`src/rtl/stun_pkg.sv`:
```
// Shared types and constants for the stun controller.
// Holds the channel FSM states, cell index type and the counter-width helper.
package stun_pkg;

    localparam int CELL_W_DEFAULT = 9;
    localparam int HIT_CNT_W      = 8;
    localparam logic [HIT_CNT_W-1:0] HIT_CNT_MAX = 8'd255;

    typedef logic [CELL_W_DEFAULT-1:0] cell_t;

    typedef enum logic [1:0] {
        READY   = 2'd0,
        STUNNED = 2'd1,
        IMMUNE  = 2'd2
    } stun_state_t;

    // Width large enough to hold the larger of the two period reloads.
    function automatic int stun_cnt_width(input int stun_cycles, input int immune_cycles);
        int m;
        m = 2;
        if (stun_cycles > m) m = stun_cycles;
        if (immune_cycles > m) m = immune_cycles;
        return $clog2(m);
    endfunction

endpackage

```
`src/rtl/stun_channel.sv`:
```
// One player channel: blast hit compare, READY/STUNNED/IMMUNE timer FSM and a
// saturating hit counter. All outputs come straight from flops.
module stun_channel
    import stun_pkg::*;
#(
    parameter int NUM_BLAST     = 10,
    parameter int CELL_W        = 9,
    parameter int STUN_CYCLES   = 50_000_000,
    parameter int IMMUNE_CYCLES = 25_000_000,
    parameter int EXTEND_ON_HIT = 0
) (
    input  logic                        i_clk,
    input  logic                        i_resetn,
    input  logic                        i_blast_valid,
    input  logic [NUM_BLAST*CELL_W-1:0] i_blast_cells,
    input  logic [NUM_BLAST-1:0]        i_blast_mask,
    input  logic [CELL_W-1:0]           i_player_cell,
    output logic                        o_stun_en,
    output logic                        o_immune,
    output logic                        o_stun_start,
    output logic [HIT_CNT_W-1:0]        o_hit_count
);

    localparam int CNT_W = stun_cnt_width(STUN_CYCLES, IMMUNE_CYCLES);
    localparam logic [CNT_W-1:0] STUN_LOAD   = CNT_W'(STUN_CYCLES - 1);
    localparam logic [CNT_W-1:0] IMMUNE_LOAD =
        (IMMUNE_CYCLES > 0) ? CNT_W'(IMMUNE_CYCLES - 1) : '0;

    stun_state_t            r_state;
    logic [CNT_W-1:0]       r_cnt;
    logic                   r_stun_en;
    logic                   r_immune;
    logic                   r_stun_start;
    logic [HIT_CNT_W-1:0]   r_hit_count;

    logic                   w_hit;
    logic                   w_accept;
    stun_state_t            w_state_nxt;
    logic [CNT_W-1:0]       w_cnt_nxt;

    always_comb begin
        w_hit = 1'b0;
        for (int i = 0; i < NUM_BLAST; i++) begin
            if (i_blast_mask[i] && (i_blast_cells[i*CELL_W +: CELL_W] == i_player_cell)) begin
                w_hit = 1'b1;
            end
        end
        w_hit = w_hit & i_blast_valid;
    end

    // A reload while stunned takes priority over the expiry of the stun period.
    always_comb begin
        w_state_nxt = r_state;
        w_cnt_nxt   = r_cnt;
        w_accept    = 1'b0;
        case (r_state)
            READY: begin
                if (w_hit) begin
                    w_accept    = 1'b1;
                    w_state_nxt = STUNNED;
                    w_cnt_nxt   = STUN_LOAD;
                end
            end
            STUNNED: begin
                if (w_hit && (EXTEND_ON_HIT != 0)) begin
                    w_accept  = 1'b1;
                    w_cnt_nxt = STUN_LOAD;
                end else if (r_cnt == '0) begin
                    if (IMMUNE_CYCLES == 0) begin
                        w_state_nxt = READY;
                        w_cnt_nxt   = '0;
                    end else begin
                        w_state_nxt = IMMUNE;
                        w_cnt_nxt   = IMMUNE_LOAD;
                    end
                end else begin
                    w_cnt_nxt = r_cnt - 1'b1;
                end
            end
            IMMUNE: begin
                if (r_cnt == '0) begin
                    w_state_nxt = READY;
                end else begin
                    w_cnt_nxt = r_cnt - 1'b1;
                end
            end
            default: begin
                w_state_nxt = READY;
                w_cnt_nxt   = '0;
            end
        endcase
    end

    always_ff @(posedge i_clk) begin
        if (!i_resetn) begin
            r_state      <= READY;
            r_cnt        <= '0;
            r_stun_en    <= 1'b0;
            r_immune     <= 1'b0;
            r_stun_start <= 1'b0;
            r_hit_count  <= '0;
        end else begin
            r_state      <= w_state_nxt;
            r_cnt        <= w_cnt_nxt;
            r_stun_en    <= (w_state_nxt == STUNNED);
            r_immune     <= (w_state_nxt == IMMUNE);
            r_stun_start <= w_accept;
            if (w_accept && (r_hit_count != HIT_CNT_MAX)) begin
                r_hit_count <= r_hit_count + 8'd1;
            end
        end
    end

    assign o_stun_en    = r_stun_en;
    assign o_immune     = r_immune;
    assign o_stun_start = r_stun_start;
    assign o_hit_count  = r_hit_count;

endmodule

```
`src/rtl/stun_controller.sv`:
```
// Multi-player stun controller: one independent stun_channel per player, all
// sharing the explosion blast bus.
module stun_controller
    import stun_pkg::*;
#(
    parameter int NUM_PLAYERS   = 2,
    parameter int NUM_BLAST     = 10,
    parameter int CELL_W        = 9,
    parameter int STUN_CYCLES   = 50_000_000,
    parameter int IMMUNE_CYCLES = 25_000_000,
    parameter int EXTEND_ON_HIT = 0
) (
    input  logic                            i_clk,
    input  logic                            i_resetn,
    input  logic                            i_blast_valid,
    input  logic [NUM_BLAST*CELL_W-1:0]     i_blast_cells,
    input  logic [NUM_BLAST-1:0]            i_blast_mask,
    input  logic [NUM_PLAYERS*CELL_W-1:0]   i_player_cells,
    output logic [NUM_PLAYERS-1:0]          o_stun_en,
    output logic [NUM_PLAYERS-1:0]          o_immune,
    output logic [NUM_PLAYERS-1:0]          o_stun_start,
    output logic [NUM_PLAYERS*HIT_CNT_W-1:0] o_hit_count
);

    for (genvar g = 0; g < NUM_PLAYERS; g++) begin : g_player
        stun_channel #(
            .NUM_BLAST     (NUM_BLAST),
            .CELL_W        (CELL_W),
            .STUN_CYCLES   (STUN_CYCLES),
            .IMMUNE_CYCLES (IMMUNE_CYCLES),
            .EXTEND_ON_HIT (EXTEND_ON_HIT)
        ) u_channel (
            .i_clk         (i_clk),
            .i_resetn      (i_resetn),
            .i_blast_valid (i_blast_valid),
            .i_blast_cells (i_blast_cells),
            .i_blast_mask  (i_blast_mask),
            .i_player_cell (i_player_cells[g*CELL_W +: CELL_W]),
            .o_stun_en     (o_stun_en[g]),
            .o_immune      (o_immune[g]),
            .o_stun_start  (o_stun_start[g]),
            .o_hit_count   (o_hit_count[g*HIT_CNT_W +: HIT_CNT_W])
        );
    end

endmodule
```
`config.mk`:
```
export PLATFORM = sky130hd
export DESIGN_NAME = stun_controller
export DESIGN_NICKNAME = d
export VERILOG_FILES = /design/src/rtl/stun_pkg.sv /design/src/rtl/stun_channel.sv /design/src/rtl/stun_controller.sv
export SDC_FILE = /design/constraint.sdc
export NUM_CORES = 1
export LEC_CHECK = 0
export ABC_CLOCK_PERIOD_IN_PS = 3100
export BUFFER_PORTS_ARGS = -buffer_cell sky130_fd_sc_hd__buf_2
export CORE_UTILIZATION = 25
export DETAILED_ROUTE_END_ITERATION = 12
export GPL_ROUTABILITY_DRIVEN = 0
export GPL_TIMING_DRIVEN = 0
export PLACE_DENSITY = 0.52
export SYNTH_ARGS = -nofsm -noshare
export SYNTH_HDL_FRONTEND = slang
export SYNTH_SLANG_ARGS = --single-unit
```
`constraint.sdc`:
```
create_clock -name i_clk -period 3.1 [get_ports i_clk]
set_input_delay 0 -clock i_clk [delete_from_list [all_inputs] [get_ports i_clk]]
set_output_delay 0 -clock i_clk [all_outputs]
set_load 0.01 [all_outputs]
```
# --- Word level (Yosys, flattened, before mapping) ---
# Index checks and enable logic that the tools add are counted.
totals:
  latchBits: 0
  in_bits: 121
  output_inout_bits: 22
  ff_bits: 78
  rom_bits: 0
  elab_cells: 120
  ramBits: 0
  mem_count: 0
classes:
  n_div: 0
  bitwise_logic: 2
  n_eq_ne: 34
  multipliers: 0
  n_shift: 0
  n_lt_le_gt_ge: 0
  add_sub_neg: 4
  reduce_logical: 28
  n_mux: 40
ops:
  columns: ["cell", "n"]
  rows:
  - ["equality test 9 bit", 20]
  - ["2-to-1 mux 26 bit", 6]
  - ["case mux 26 bit (3 select lines)", 2]
  - ["zero test 26 bit", 2]
  - ["subtractor 26 x 1 -> 26 bit, second input constant", 2]
  - ["2-to-1 mux 1 bit", 24]
  - ["logical AND 1 bit", 22]
  - ["adder 8 x 1 -> 8 bit, second input constant", 2]
  - ["!= test 8 bit, second input constant", 2]
  - ["2-to-1 mux 2 bit", 6]
  - ["case mux 2 bit (3 select lines)", 2]
  - ["equality test 2 x 1 -> 1 bit, second input constant", 4]
  - ["equality test 2 bit, second input constant", 4]
  - ["zero test 2 bit", 2]
  - ["!= test 2 x 1 -> 1 bit, second input constant", 2]
  - ["!= test 2 bit, second input constant", 2]
  - ["AND reduction 2 bit", 2]
  - ["AND 1 bit", 2]

# --- Depth between registers and ports, before layout ---
depth:
  word_depth: 16
  ltp_mapped: 11
  ltp_nobuf: 10

# --- Cells and area by module ---
# From an unflattened synthesis, not the netlist that was laid out.
hier_totals:
  cells_unflattened: 815
  area_unflattened_um2: 6417.4
modules_own_cells:
  columns: ["module", "cells_per_inst", "area_each_um2", "instances"]
  rows:
  - ["stun_channel (g_player[0].u_channel)", 411, 3233.1, 1]
  - ["stun_channel (g_player[1].u_channel)", 404, 3184.3, 1]

# --- Worst setup path after synthesis ---
# No wires, ideal clock.
synth_timing:
  path_type: "register to register"
  from: "register g_player[1].u_channel.r_cnt[18]"
  to: "register g_player[1].u_channel.r_cnt[6]"
  n_path_buf: 1
  setup_slack_ns: 0.825
  arrival_time_ns: 2.156
  path_stages_with_launch: 10
  cell_sequence: "dfxtp_1 -> or4_4 -> nor3_2 -> and4_1 -> nor3_1 -> a21oi_1 -> buf_4 -> a21oi_1 -> o21a_1 -> o31a_1"
synth_via:
  elab_chain_len: 3
synth_rtl:
  columns: ["item", "line_no", "text"]
  rows:
  - ["start, declared", "stun_channel.sv:30", "logic [CNT_W-1:0] r_cnt;"]
  - ["start signal, assigned", "stun_channel.sv:104", "r_cnt <= w_cnt_nxt;"]
  - ["zero test 26 bit *", "stun_channel.sv:68, stun_channel.sv:81", null]
  - ["2-to-1 mux 26 bit / != test 2 bit (equally long branches)", null, null]
  - ["case mux 26 bit (3 select lines) / AND reduction 2 bit (equally long branches)", null, null]
# Mark *: on every way between the ends. The rest lies on a longest branch, timed or not.
# A chain may end at the register's enable or synchronous reset.

# --- Worst setup path after layout ---
layout_timing:
  from: "register g_player[1].u_channel.r_cnt[18]"
  to: "register g_player[1].u_channel.r_cnt[2]"
# The elaborated chain is that of the path after synthesis.

==> key figures <==
Outcome
  • Outcome: finished clean

Synthesis
  • Synth Warn #: 0
  • Mux cell area share after synthesis: 1.23%
  • Number of enable flip-flop cells after synthesis: 0
  • Top cell type's share of synthesized area: 23.9%
  • Synthesized instance count: 827
  • Cells taking the most area after synthesis: sky130_fd_sc_hd__dfxtp_1, sky130_fd_sc_hd__xor2_1, sky130_fd_sc_hd__xnor2_1
  • Post-Synthesis Net Count: 954
  • Share of synthesized flip-flops with an asynchronous set or reset: 0%
  • Adder-cell area share of the yosys netlist: 1.15%
  • Combinational family with the most area after synthesis: simple AND/OR/NAND/NOR gates
  • Synth Area in Compound Gates: 18.5%
  • Synthesized area: 6530 µm²
  • Cell accounting for the most synthesized area: sky130_fd_sc_hd__dfxtp_1
  • Register area share after synthesis: 23.9%
  • Most used flip-flop cell after synthesis: sky130_fd_sc_hd__dfxtp_1
  • FF+latch count, synth: 78
  • Syn Area/Cell: 7.89 µm²
  • Post-synthesis share of cell area spent on and, or, nand and nor gates: 25.5%
  • Count of unique library cells instantiated by Yosys: 70
  • Post-Synth XOR/XNOR Area: 24.4%

Detailed routing
  • Average via count per standard cell: 5.09
  • Final routed wirelength across all metal layers: 21900 µm
  • Antenna Violating Nets Remaining: 0
  • Iteration count of the initial detailed-routing pass: 6
  • Average wire length per cell after detail routing: 16.9 µm
  • Total via count after detailed routing: 6590
  • Starting DRC count in detailed routing: 523
  • DRC violation count after routing: 0

Timing
  • Aggregate negative setup slack: 0 ns
  • Worst-margin pin slew: 0.716 ns
  • Worst Clk Skew: 0.00435 ns
  • Count of final max-slew check failures: 0
  • Final count of hold timing violations: 0
  • Count of final setup violators: 0
  • Max Fclk: 365 MHz
  • RSZ-0062 raised after global routing: false
  • Worst relative slew slack: 52.2%
  • Final setup margin: 0.360 ns
  • Final hold slack: 0.161 ns
  • Time the final worst path needs with I/O delays and setup: 2.74 ns
  • Period utilisation layout: 88.4%

Critical path
  • Critical path capture point type: register
  • Crit path DAT: 2.98 ns
  • Critical setup path kind: register to register
  • Required time worst endpoint: 3.34 ns
  • Critical path launch point type: register
  • Worst-path maximum fanout: 10

Clocking
  • TritonCTS clock tree: built
  • Cell chosen for the clock root: sky130_fd_sc_hd__clkbuf_16
  • Num CTS Buffers: 9
  • Clock sink count: 78
  • Maximum buffer depth of the clock tree: 2
  • CTS resizes: 0
  • Post-CTS clock slew at the launch and capture registers of the worst setup and hold paths: 0.06 ns
  • Number of levels in the clock H-tree: 3
  • Hold-fix buffer count after cts: 0
  • Postcts setup bufs: 0
  • Later-pin clock latency in the skew report: 0.34 ns

Die
  • CORE AREA: 25400 µm²
  • Initial Utilization: 25.7%
  • Die Y: 164 µm
  • Standard-cell row count: 58
  • Top-Level Pins: 143
  • Horizontal extent of the die: 164 µm
  • Die Area: 26800 µm²

Pwr
  • Leakage power figure: 3.14 nW
  • Pwr dens: 356 nW/µm²
  • Peak VDD IR: 296 µV

Placed design
  • Final HPWL DP: 16700 µm
  • Number of buffers added on ports: 124
  • Post-placement worst setup slack: 0.355 ns
  • Cell count after placement: 1281

Cells and area
  • Share of cells above drive strength 1: 20.8%
  • Number of nets in the layout: 1089
  • Number of diodes: 0
  • Area growth from synthesis to layout: 20.3%
  • Number of standard cells in the final layout excluding fillers: 1295
  • Fill cell total of the finished layout: 2778

Global route
  • First-pass GRT wire length: 34600 µm
  • Number of global-route vias before repair: 6395
  • Combined global-route utilization of all metal layers: 16.5%
  • Grt total ovfl: 0
  • Maximum number of pins on one net before global-route repair: 12
  • Number of antenna violations at the first check in global routing: 0

Flow run
  • Count of max-cap constraint violations: 0

Worst hold path
  • Min-delay worst type: input port to register
[flip-flops by register name, summed over array words and instances (netlist names)]
signal	count
g_player.u_channel.o_hit_count	16
g_player.u_channel.o_immune	2
g_player.u_channel.o_stun_en	2
g_player.u_channel.o_stun_start	2
g_player.u_channel.r_cnt	52
g_player.u_channel.r_state	4
[worst paths after layout]
path,start,end,slack (ns),cells after the start
max,g_player[1].u_channel.r_cnt[18],g_player[1].u_channel.r_cnt[2],0.36,9
min,i_resetn,g_player[1].u_channel.r_cnt[11],0.16,3
min reg2reg,g_player[0].u_channel.o_hit_count[7],g_player[0].u_channel.o_hit_count[7],0.48,2
max reg2reg,g_player[1].u_channel.r_cnt[18],g_player[1].u_channel.r_cnt[2],0.36,9
[cells in the final DEF, fill, tap and decap left out, types with 8 or more instances in the layout]
cell type	count
sky130_fd_sc_hd__buf_2	147
sky130_fd_sc_hd__xor2_1	105
sky130_fd_sc_hd__dfxtp_1	78
sky130_fd_sc_hd__xnor2_1	77
sky130_fd_sc_hd__nor2_1	65
sky130_fd_sc_hd__nand2_1	57
sky130_fd_sc_hd__a21oi_1	49
sky130_fd_sc_hd__nor3_1	35
sky130_fd_sc_hd__nor4_1	35
sky130_fd_sc_hd__nand4_1	27
sky130_fd_sc_hd__o21ai_0	22
sky130_fd_sc_hd__clkbuf_1	19
sky130_fd_sc_hd__inv_1	18
sky130_fd_sc_hd__nand3_1	16
sky130_fd_sc_hd__o21a_1	13
sky130_fd_sc_hd__a31oi_1	12
sky130_fd_sc_hd__buf_4	11
sky130_fd_sc_hd__and3_1	11
sky130_fd_sc_hd__or3_1	10
sky130_fd_sc_hd__a211oi_1	10
sky130_fd_sc_hd__nand2b_1	9
sky130_fd_sc_hd__clkbuf_16	9
sky130_fd_sc_hd__a41oi_1	8
sky130_fd_sc_hd__o22ai_1	8
sky130_fd_sc_hd__mux2i_1	8
[per-stage QoR]
stage                     power [mW]  cell area [µm²]  util, %
after floorplan                 1.51             6530        -
final                           2.79             7860     30.9
after global routing            2.92             7860     30.9
after detailed placement        1.75             7560     29.8
after global placement          1.74             7560     29.8
after CTS                       2.82             7860     30.9
[Yosys cell counts, types with 5 or more instances]
| cell type | n |
|---|---|
| sky130_fd_sc_hd__o21ai_0 | 22 |
| sky130_fd_sc_hd__xnor2_1 | 77 |
| sky130_fd_sc_hd__nand2b_1 | 9 |
| sky130_fd_sc_hd__o21a_1 | 13 |
| sky130_fd_sc_hd__ha_1 | 6 |
| sky130_fd_sc_hd__a41oi_1 | 8 |
| sky130_fd_sc_hd__o31ai_1 | 6 |
| sky130_fd_sc_hd__a211oi_1 | 10 |
| sky130_fd_sc_hd__nor4_1 | 35 |
| sky130_fd_sc_hd__nor3_1 | 35 |
| sky130_fd_sc_hd__mux2i_1 | 8 |
| sky130_fd_sc_hd__a21oi_1 | 49 |
| sky130_fd_sc_hd__buf_2 | 23 |
| sky130_fd_sc_hd__nor2_1 | 65 |
| sky130_fd_sc_hd__and3_1 | 11 |
| sky130_fd_sc_hd__o221a_2 | 6 |
| sky130_fd_sc_hd__buf_4 | 11 |
| sky130_fd_sc_hd__or2_2 | 5 |
| sky130_fd_sc_hd__xor2_1 | 105 |
| sky130_fd_sc_hd__nand3_1 | 16 |
| sky130_fd_sc_hd__clkbuf_1 | 19 |
| sky130_fd_sc_hd__a31oi_1 | 12 |
| sky130_fd_sc_hd__o22ai_1 | 8 |
| sky130_fd_sc_hd__inv_1 | 18 |
| sky130_fd_sc_hd__or3_1 | 10 |
| sky130_fd_sc_hd__dfxtp_1 | 78 |
| sky130_fd_sc_hd__nand2_1 | 57 |
| sky130_fd_sc_hd__nand4_1 | 27 |
[cell families (layout without fill, tap and decap cells)]
logic type	Yosys count	count (layout)
AO/OA/AOI/OAI	175	175
multiplexers	8	8
buffers and inverters	72	210
flip-flops	78	78
AND/OR/NAND/NOR	306	306
XOR/XNOR	182	182
adder cells (fa/ha/maj)	6	6
[routing by layer]
| metal | vias to the layer above | routed length, µm | global-route usage (%) | share of wire [%] |
|---|---|---|---|---|
| met5 | - | 0 | 0 | 0 |
| met4 | 0 | 395 | 4.97 | 1.8 |
| met3 | 28 | 1500 | 3.63 | 6.9 |
| met2 | 238 | 9840 | 27.4 | 45 |
| met1 | 3062 | 10100 | 21.1 | 46 |
| li1 | 3262 | - | - | - |
[where the power goes]
part	internal, mW	total [mW]	switching, mW
logic	0.286	0.706	0.421
clock network	0.644	1.06	0.420
registers	1.01	1.03	0.0117
total	1.94	2.79	0.852
[area by class of cell]
class	count	area, µm²	share of cell area (%)
Tap cell	330	413	5.26
Clock buffer	14	294	3.74
Buffer	54	280	3.57
Multi-Input combinational cell	677	4620	58.8
Inverter	18	67.6	0.860
Timing Repair Buffer	124	621	7.90
Sequential cell	78	1560	19.9
[critical path, stage by stage (launching register included)]
cell and delay [ns]:
sky130_fd_sc_hd__dfxtp_1 0.37, sky130_fd_sc_hd__or4_4 0.57, sky130_fd_sc_hd__nor3_2 0.24, sky130_fd_sc_hd__nand4_2 0.31, sky130_fd_sc_hd__nand2_1 0.21, sky130_fd_sc_hd__nand2_2 0.11
sky130_fd_sc_hd__a21oi_4 0.38, sky130_fd_sc_hd__buf_6 0.21, sky130_fd_sc_hd__nor2_1 0.05, sky130_fd_sc_hd__o211a_1 0.19
Note: power is estimated with default switching activity, not from simulation.
